`src/rtl/cpu_pkg.sv`:
```
// Shared types and encodings for the multicycle RV64I-subset core:
// FSM states, instruction field constants, ALU op codes, immediate formats.
package cpu_pkg;

  typedef enum logic [2:0] {
    S_FETCH,
    S_DECODE,
    S_EXECUTE,
    S_MEM,
    S_WB,
    S_HALT,
    S_TRAP
  } state_t;

  localparam logic [6:0] OP_REG    = 7'b0110011;
  localparam logic [6:0] OP_IMM    = 7'b0010011;
  localparam logic [6:0] OP_LOAD   = 7'b0000011;
  localparam logic [6:0] OP_STORE  = 7'b0100011;
  localparam logic [6:0] OP_BRANCH = 7'b1100011;
  localparam logic [6:0] OP_JAL    = 7'b1101111;

  localparam logic [2:0] F3_ADD_SUB = 3'b000;
  localparam logic [2:0] F3_SLT     = 3'b010;
  localparam logic [2:0] F3_XOR     = 3'b100;
  localparam logic [2:0] F3_OR      = 3'b110;
  localparam logic [2:0] F3_AND     = 3'b111;
  localparam logic [2:0] F3_DWORD   = 3'b011;
  localparam logic [2:0] F3_BEQ     = 3'b000;
  localparam logic [2:0] F3_BNE     = 3'b001;

  localparam logic [6:0] F7_BASE = 7'b0000000;
  localparam logic [6:0] F7_SUB  = 7'b0100000;

  localparam logic [31:0] INSN_ECALL  = 32'h0000_0073;
  localparam logic [31:0] INSN_EBREAK = 32'h0010_0073;

  localparam logic [2:0] ALU_ADD = 3'd0;
  localparam logic [2:0] ALU_SUB = 3'd1;
  localparam logic [2:0] ALU_AND = 3'd2;
  localparam logic [2:0] ALU_OR  = 3'd3;
  localparam logic [2:0] ALU_XOR = 3'd4;
  localparam logic [2:0] ALU_SLT = 3'd5;

  typedef enum logic [2:0] {
    IMM_NONE,
    IMM_I,
    IMM_S,
    IMM_B,
    IMM_J
  } imm_fmt_t;

  function automatic imm_fmt_t imm_fmt_of(input logic [6:0] opcode);
    case (opcode)
      OP_IMM, OP_LOAD: return IMM_I;
      OP_STORE:        return IMM_S;
      OP_BRANCH:       return IMM_B;
      OP_JAL:          return IMM_J;
      default:         return IMM_NONE;
    endcase
  endfunction

endpackage

```
`src/rtl/alu.sv`:
```
// Integer ALU for the core: add, sub, and, or, xor, signed set-less-than.
module alu
  import cpu_pkg::*;
#(
  parameter int WORDSIZE = 64
) (
  input  logic [2:0]          op,
  input  logic [WORDSIZE-1:0] a,
  input  logic [WORDSIZE-1:0] b,
  output logic [WORDSIZE-1:0] result,
  output logic                zero
);

  always_comb begin
    result = '0;
    case (op)
      ALU_ADD: result = a + b;
      ALU_SUB: result = a - b;
      ALU_AND: result = a & b;
      ALU_OR:  result = a | b;
      ALU_XOR: result = a ^ b;
      ALU_SLT: result = {{(WORDSIZE-1){1'b0}}, ($signed(a) < $signed(b))};
      default: result = '0;
    endcase
  end

  assign zero = (result == '0);

endmodule

```
`src/rtl/multicycle_cpu_imm_gen.sv`:
```
// Immediate generator: sign-extends the I/S/B/J immediate of an instruction
// word to WORDSIZE bits. Purely combinational.
module imm_gen
  import cpu_pkg::*;
#(
  parameter int WORDSIZE = 64
) (
  input  logic [31:7]         insn,
  input  imm_fmt_t            fmt,
  output logic [WORDSIZE-1:0] imm
);

  always_comb begin
    // NOTE: default assignment first so no path leaves imm unassigned (no latch).
    imm = '0;
    case (fmt)
      IMM_I: imm = {{(WORDSIZE-12){insn[31]}}, insn[31:20]};
      IMM_S: imm = {{(WORDSIZE-12){insn[31]}}, insn[31:25], insn[11:7]};
      IMM_B: imm = {{(WORDSIZE-13){insn[31]}}, insn[31], insn[7], insn[30:25], insn[11:8], 1'b0};
      IMM_J: imm = {{(WORDSIZE-21){insn[31]}}, insn[31], insn[19:12], insn[20], insn[30:21], 1'b0};
      default: imm = '0;
    endcase
  end

endmodule

```
`src/rtl/register_file.sv`:
```
// 32-entry integer register file, two asynchronous read ports and one
// synchronous write port; x0 reads as zero and ignores writes.
module register_file #(
  parameter int WORDSIZE = 64
) (
  input  logic                clk,
  input  logic                we,
  input  logic [4:0]          waddr,
  input  logic [WORDSIZE-1:0] wdata,
  input  logic [4:0]          raddr1,
  input  logic [4:0]          raddr2,
  output logic [WORDSIZE-1:0] rdata1,
  output logic [WORDSIZE-1:0] rdata2
);

  logic [WORDSIZE-1:0] regs [32];

  // NOTE: storage array has no reset; software initialises registers, and a
  // reset here would turn the array into flops instead of a RAM-like structure.
  always_ff @(posedge clk) begin
    // NOTE: non-blocking assignment for all clocked state.
    if (we && waddr != 5'd0) regs[waddr] <= wdata;
  end

  assign rdata1 = (raddr1 == 5'd0) ? '0 : regs[raddr1];
  assign rdata2 = (raddr2 == 5'd0) ? '0 : regs[raddr2];

endmodule

```
`src/rtl/multicycle_cpu.sv`:
```
// Multicycle RV64I-subset core with valid/ready instruction and data ports.
// Define PERF_COUNTERS_EN to add the perf_cycles/perf_instret counters.
module multicycle_cpu
  import cpu_pkg::*;
#(
  parameter int                  WORDSIZE = 64,
  parameter int                  SIZE     = 512,
  parameter logic [WORDSIZE-1:0] RESET_PC = '0
) (
  input  logic                clk,
  input  logic                rst_n,
  output logic                imem_req,
  output logic [WORDSIZE-1:0] imem_addr,
  input  logic                imem_ready,
  input  logic [31:0]         imem_rdata,
  output logic                dmem_req,
  output logic                dmem_we,
  output logic [WORDSIZE-1:0] dmem_addr,
  output logic [WORDSIZE-1:0] dmem_wdata,
  input  logic                dmem_ready,
  input  logic [WORDSIZE-1:0] dmem_rdata,
  output logic                halted,
  output logic                trap
`ifdef PERF_COUNTERS_EN
  ,
  output logic [63:0]         perf_cycles,
  output logic [63:0]         perf_instret
`endif
);

  localparam logic [WORDSIZE-1:0] FOUR      = WORDSIZE'(4);
  localparam logic [WORDSIZE-1:0] LAST_WORD = WORDSIZE'(SIZE - 8);

  state_t              state;
  logic [WORDSIZE-1:0] pc, rs1_q, rs2_q, imm_q, res_q;
  logic [31:0]         ir;

  logic [6:0] opcode, f7;
  logic [4:0] rd, rs1, rs2;
  logic [2:0] f3;
  assign opcode = ir[6:0];
  assign rd     = ir[11:7];
  assign f3     = ir[14:12];
  assign rs1    = ir[19:15];
  assign rs2    = ir[24:20];
  assign f7     = ir[31:25];

  logic [WORDSIZE-1:0] imm, rf_rdata1, rf_rdata2, rf_wdata, alu_b, alu_res, pc_plus4;
  logic [2:0]          alu_op;
  logic                alu_zero, rf_we, legal, is_sys, taken, addr_ok;

  imm_gen #(.WORDSIZE(WORDSIZE)) u_imm_gen (
    .insn (ir[31:7]),
    .fmt  (imm_fmt_of(opcode)),
    .imm  (imm)
  );

  register_file #(.WORDSIZE(WORDSIZE)) u_register_file (
    .clk    (clk),
    .we     (rf_we),
    .waddr  (rd),
    .wdata  (rf_wdata),
    .raddr1 (rs1),
    .raddr2 (rs2),
    .rdata1 (rf_rdata1),
    .rdata2 (rf_rdata2)
  );

  alu #(.WORDSIZE(WORDSIZE)) u_alu (
    .op     (alu_op),
    .a      (rs1_q),
    .b      (alu_b),
    .result (alu_res),
    .zero   (alu_zero)
  );

  always_comb begin
    legal = 1'b0;
    case (opcode)
      OP_REG:    legal = (f7 == F7_BASE && f3 inside {F3_ADD_SUB, F3_SLT, F3_XOR, F3_OR, F3_AND})
                      || (f7 == F7_SUB && f3 == F3_ADD_SUB);
      OP_IMM:    legal = (f3 == F3_ADD_SUB);
      OP_LOAD,
      OP_STORE:  legal = (f3 == F3_DWORD);
      OP_BRANCH: legal = (f3 inside {F3_BEQ, F3_BNE});
      OP_JAL:    legal = 1'b1;
      default:   legal = 1'b0;
    endcase
  end

  assign is_sys = (ir == INSN_ECALL) || (ir == INSN_EBREAK);

  always_comb begin
    alu_op = ALU_ADD;
    alu_b  = imm_q;
    if (opcode == OP_REG) begin
      alu_b = rs2_q;
      case (f3)
        F3_SLT:  alu_op = ALU_SLT;
        F3_XOR:  alu_op = ALU_XOR;
        F3_OR:   alu_op = ALU_OR;
        F3_AND:  alu_op = ALU_AND;
        default: alu_op = f7[5] ? ALU_SUB : ALU_ADD;
      endcase
    end else if (opcode == OP_BRANCH) begin
      alu_b  = rs2_q;
      alu_op = ALU_SUB;
    end
  end

  assign taken    = (f3 == F3_BEQ) ? alu_zero : !alu_zero;
  assign pc_plus4 = pc + FOUR;
  // The whole doubleword must fit below SIZE; 64-bit accesses must also be aligned.
  assign addr_ok  = (alu_res <= LAST_WORD) && ((WORDSIZE != 64) || (alu_res[2:0] == 3'b000));

  // JAL links in EXECUTE; everything else writes back from res_q in WB.
  assign rf_we    = (state == S_WB) || (state == S_EXECUTE && opcode == OP_JAL);
  assign rf_wdata = (state == S_WB) ? res_q : pc_plus4;

  assign imem_addr = imem_req ? pc : '0;

  always_ff @(posedge clk or negedge rst_n) begin
    if (!rst_n) begin
      state      <= S_FETCH;
      pc         <= RESET_PC;
      ir         <= '0;
      rs1_q      <= '0;
      rs2_q      <= '0;
      imm_q      <= '0;
      res_q      <= '0;
      imem_req   <= 1'b0;
      dmem_req   <= 1'b0;
      dmem_we    <= 1'b0;
      dmem_addr  <= '0;
      dmem_wdata <= '0;
      halted     <= 1'b0;
      trap       <= 1'b0;
    end else begin
      case (state)
        S_FETCH: begin
          if (!imem_req) begin
            imem_req <= 1'b1;
          end else if (imem_ready) begin
            ir       <= imem_rdata;
            imem_req <= 1'b0;
            state    <= S_DECODE;
          end
        end
        S_DECODE: begin
          rs1_q <= rf_rdata1;
          rs2_q <= rf_rdata2;
          imm_q <= imm;
          if (is_sys) begin
            halted <= 1'b1;
            state  <= S_HALT;
          end else if (!legal) begin
            trap  <= 1'b1;
            state <= S_TRAP;
          end else begin
            state <= S_EXECUTE;
          end
        end
        S_EXECUTE: begin
          case (opcode)
            OP_BRANCH: begin
              pc       <= pc + (taken ? imm_q : FOUR);
              imem_req <= 1'b1;
              state    <= S_FETCH;
            end
            OP_JAL: begin
              pc       <= pc + imm_q;
              imem_req <= 1'b1;
              state    <= S_FETCH;
            end
            OP_LOAD, OP_STORE: begin
              // Range check is done on the way into MEM so a bad access never raises dmem_req.
              if (addr_ok) begin
                dmem_req   <= 1'b1;
                dmem_we    <= (opcode == OP_STORE);
                dmem_addr  <= alu_res;
                dmem_wdata <= rs2_q;
                state      <= S_MEM;
              end else begin
                trap  <= 1'b1;
                state <= S_TRAP;
              end
            end
            default: begin
              res_q <= alu_res;
              state <= S_WB;
            end
          endcase
        end
        S_MEM: begin
          if (dmem_ready) begin
            dmem_req <= 1'b0;
            if (dmem_we) begin
              pc       <= pc_plus4;
              imem_req <= 1'b1;
              state    <= S_FETCH;
            end else begin
              res_q <= dmem_rdata;
              state <= S_WB;
            end
          end
        end
        S_WB: begin
          pc       <= pc_plus4;
          imem_req <= 1'b1;
          state    <= S_FETCH;
        end
        default: ;
      endcase
    end
  end

`ifdef PERF_COUNTERS_EN
  logic retire;
  assign retire = (state == S_WB)
               || (state == S_MEM && dmem_ready && dmem_we)
               || (state == S_EXECUTE && (opcode == OP_BRANCH || opcode == OP_JAL));

  always_ff @(posedge clk or negedge rst_n) begin
    if (!rst_n) begin
      perf_cycles  <= '0;
      perf_instret <= '0;
    end else begin
      if (state != S_HALT && state != S_TRAP) perf_cycles <= perf_cycles + 64'd1;
      if (retire) perf_instret <= perf_instret + 64'd1;
    end
  end
`endif

endmodule

```
`config.mk`:
```
export PLATFORM = sky130hd
export DESIGN_NAME = multicycle_cpu
export DESIGN_NICKNAME = d
export VERILOG_FILES = /design/src/rtl/cpu_pkg.sv /design/src/rtl/alu.sv /design/src/rtl/multicycle_cpu_imm_gen.sv /design/src/rtl/register_file.sv /design/src/rtl/multicycle_cpu.sv
export SDC_FILE = /design/constraint.sdc
export NUM_CORES = 2
export LEC_CHECK = 0
export CORE_MARGIN = 5
export CORE_UTILIZATION = 54
export DETAILED_ROUTE_END_ITERATION = 10
export PLACE_DENSITY = 0.69
export SLEW_MARGIN = 10
export SYNTH_ARGS = -nofsm -noshare
export SYNTH_HDL_FRONTEND = slang
export SYNTH_HIERARCHICAL = 1
export SYNTH_SLANG_ARGS = --single-unit
export TNS_END_PERCENT = 5
```
`constraint.sdc`:
```
create_clock -name clk -period 12.73 [get_ports clk]
set_clock_uncertainty 0.2 [all_clocks]
set_input_delay 2.546 -clock clk [delete_from_list [all_inputs] [get_ports clk]]
set_output_delay 2.546 -clock clk [all_outputs]
set_load 0.01 [all_outputs]
```
==> out/qor.yml <==
grt:
  grt_pass1_vias: 92380
  antenna_found_initial: 55
  grt_max_degree: 135
  gr-usage-all-layers_pct: 40.16
  grt_first_pass_wirelength_um: 728300
  overflow: 0
logic_synthesis:
  async_flop_share_pct: 19.24
  synth-seq-area-share_pct: 54.65
  ys.flop_type: "edfxtp_1"
  synth-seq-cells: 2536
  synthesis.area_sq_um: 134900
  synthTopCellsByArea: "edfxtp_1 (46%), mux4_2 (14%), dfrtp_1 (9.1%), mux2i_1 (4.2%), mux2_2 (3.5%)"
  synth.avg_cell_area_sq_um: 14.27
  netlist_instances: 9451
  synth_top_area_share_pct: 45.60
  yosys_warnings: 6
  synth_edf_count: 2048
  yosysUniqueCellTypes: 125
  synth_most_common_cell: "edfxtp_1"
  synth_common_cells: "edfxtp_1 (2048), mux4_2 (851), mux2i_1 (562)"
  synth_area_leader_cell: "edfxtp_1"
setup_path:
  cp_slowest_cell: "a311oi_1"
  endpoint_kind: "flop"
  cp.required_ns: 13.28
  startpoint_type: "flop"
  path_max_fanout: 39
  arrival_ns: 12.80
  max_stage_delay_ns: 0.81
  r2r_end: "pc[54]"
  crit_end: "pc[54]"
  crit_start: "ir[6]"
  r2r_start: "ir[6]"
  reg2reg_setup_slack_ns: 0.48
  reg2reg_depth: 36
  cpMostUsedCell: "buf_4"
  crit_type: "reg2reg"
place:
  gp_congestion: 1.070
  dpl_cell_area_sq_um: 141500
  dpl.hpwl_um: 351800
  dp_slack_ns: 0.9255
  port_buffers: 296
timing:
  setup_slack_ns: 0.4800
  drv_slew: 0
  fin_tns_setup_ns: 0
  period_minus_slack_ns: 12.25
  finalHoldViolations: 0
  slew_headroom_pct: 9.639
  finalSetupViolations: 0
  grt_setup_unrepaired: "false"
  tightest_slew_ns: 1.355
  fmax_mhz: 81.63
  post-route-period-util_pct: 96.23
clocking:
  cts_tree: "done"
  root_buffer: "clkbuf_16"
  htree_levels: 5
  clk_pin_slew_ns: 0.07
  clk_latency_ns: 0.96
  cts_buffers: 289
  ctsHoldBuffers: 0
  cts_setup_buffers: 0
  clockBufferDepth: 4
  cts_resized: 0
  cts.sinks: 2536
finish:
  drive_gt1_share_pct: 22.55
  fin_util_pct: 60.53
  stdcell_area_sq_um: 150500
  final_nets: 10040
  fillers: 18750
  area.growth.synth_to_final_pct: 11.61
floorplan:
  boundaryPins: 297
  num_rows: 183
  start_util_pct: 54.24
  die_w_um: 509.8
  core-area_sq_um: 248700
  die_h_um: 509.8
  dieArea_sq_um: 259900
pwr:
  power.density_nw_per_um2: 262.3
  leakage_nw: 52.89
  vdd_drop_max_mv: 0.1814
  total_power_mw: 39.49
routing:
  antenna_violating_nets_post_route: 0
  via_per_inst: 7.283
  wirelength_um: 532400
  drt_first_pass_iters: 7
  drc: 0
  wire_per_inst_um: 40.28
  vias: 96280
  drt_iter0_markers: 15840
outcome:
  outcome: "finished clean"
run:
  drv_cap: 0
min_path:
  hold_class: "reg2reg"
area by class of cell:
| type | count | area [sq um] | share of cell area, % |
|---|---|---|---|
| sequential | 2536 | 73740 | 48.99 |
| multi-input combinational | 6021 | 57390 | 38.13 |
| clock buffer | 366 | 7722 | 5.130 |
| timing repair buffer | 589 | 5380 | 3.574 |
| tap | 3330 | 4167 | 2.768 |
| clock inverter | 127 | 1210 | 0.8038 |
| inverter | 234 | 878.3 | 0.5835 |
| antenna | 16 | 40.04 | 0.02660 |
logic make-up after synthesis:
family	share of synthesized area, %
buffers and inverters	3.568
adders and majority gates	2.549
xor gates and xnor gates	0.9537
DFF	54.65
other	0.002780
muxes	22.04
AOI/OAI and AO/OA	9.616
and+or+nand+nor	6.618
registers in the layout (all words and copies together) (netlist names):
signal and cells:
imm_q 64, rs2_q 64, halted 1, dmem_addr 64, u_register_file/regs 2048, imem_req 1
pc 64, dmem_req 1, trap 1, rs1_q 64, dmem_we 1, state 3
ir 32, res_q 64, dmem_wdata 64
how the worst min path moves through the flow:
stage               startpoint        to  slack (ns)  depth (start not counted)
finish                    trap      trap        0.27                          1
global route            halted    halted        0.29                          1
CTS                       trap      trap        0.28                          1
detailed placement      halted    halted        0.26                          1
global placement        halted    halted        0.26                          1
floorplan             res_q[0]  res_q[0]        0.25                          2
per-layer routing:
layer	GRT usage [%]	wire, um
met5	0	152
met4	19.29	32530
met3	10.57	68530
met2	59.24	230900
met1	55.99	200300
cell usage in the layout, fill, tap and decap left out, types with 38 or more instances in the layout:
cell / n
or2_1: 50
nor4_1: 70
o221a_2: 39
ha_1: 270
inv_1: 230
nor2b_1: 38
a221oi_1: 43
a21boi_0: 45
a22oi_1: 143
clkdlybuf4s50_1: 295
dfrtp_1: 479
a211oi_1: 86
o31ai_1: 43
o21ai_2: 40
buf_4: 276
nand4_1: 73
conb_1: 64
mux2_2: 424
a31oi_1: 99
a21oi_1: 385
o22ai_1: 182
mux2i_1: 562
a21o_1: 61
o211ai_1: 56
nor3_1: 99
and2_1: 205
nand3_1: 104
clkinv_1: 45
o21ai_0: 303
edfxtp_1: 2048
xnor2_1: 84
o221ai_1: 50
mux4_2: 851
nand2_1: 537
nor2_1: 290
clkbuf_1: 58
clkbuf_16: 290
xor2_1: 61
per-stage QoR:
stage | hold slack (ns) | instances
after global routing | 0.2880 | 13200
after global placement | 0.2565 | 12710
final | 0.2743 | 13220
after detailed placement | 0.2605 | 12710
after floorplan | 0.2497 | 9514
after CTS | 0.2762 | 13200
critical path, delay by kind of cell (launching register included):
family | cells | cell delay (ns)
flops | 1 | 0.51
compound gates | 13 | 4.76
mux | 1 | 0.41
xor+xnor | 2 | 0.32
buf+inv | 5 | 1.25
simple gates | 13 | 3.71
fa+ha+maj | 2 | 0.82
power breakdown:
part / leakage (nW) / total, mW / internal (mW) / switching, mW
sequential: 24.9 / 12.2 / 10.8 / 1.40
clock: 4.35 / 8.04 / 4.67 / 3.37
combinational: 23.6 / 19.2 / 6.91 / 12.3
total: 52.9 / 39.5 / 22.4 / 17.1
(Power assumes the default switching activity.)
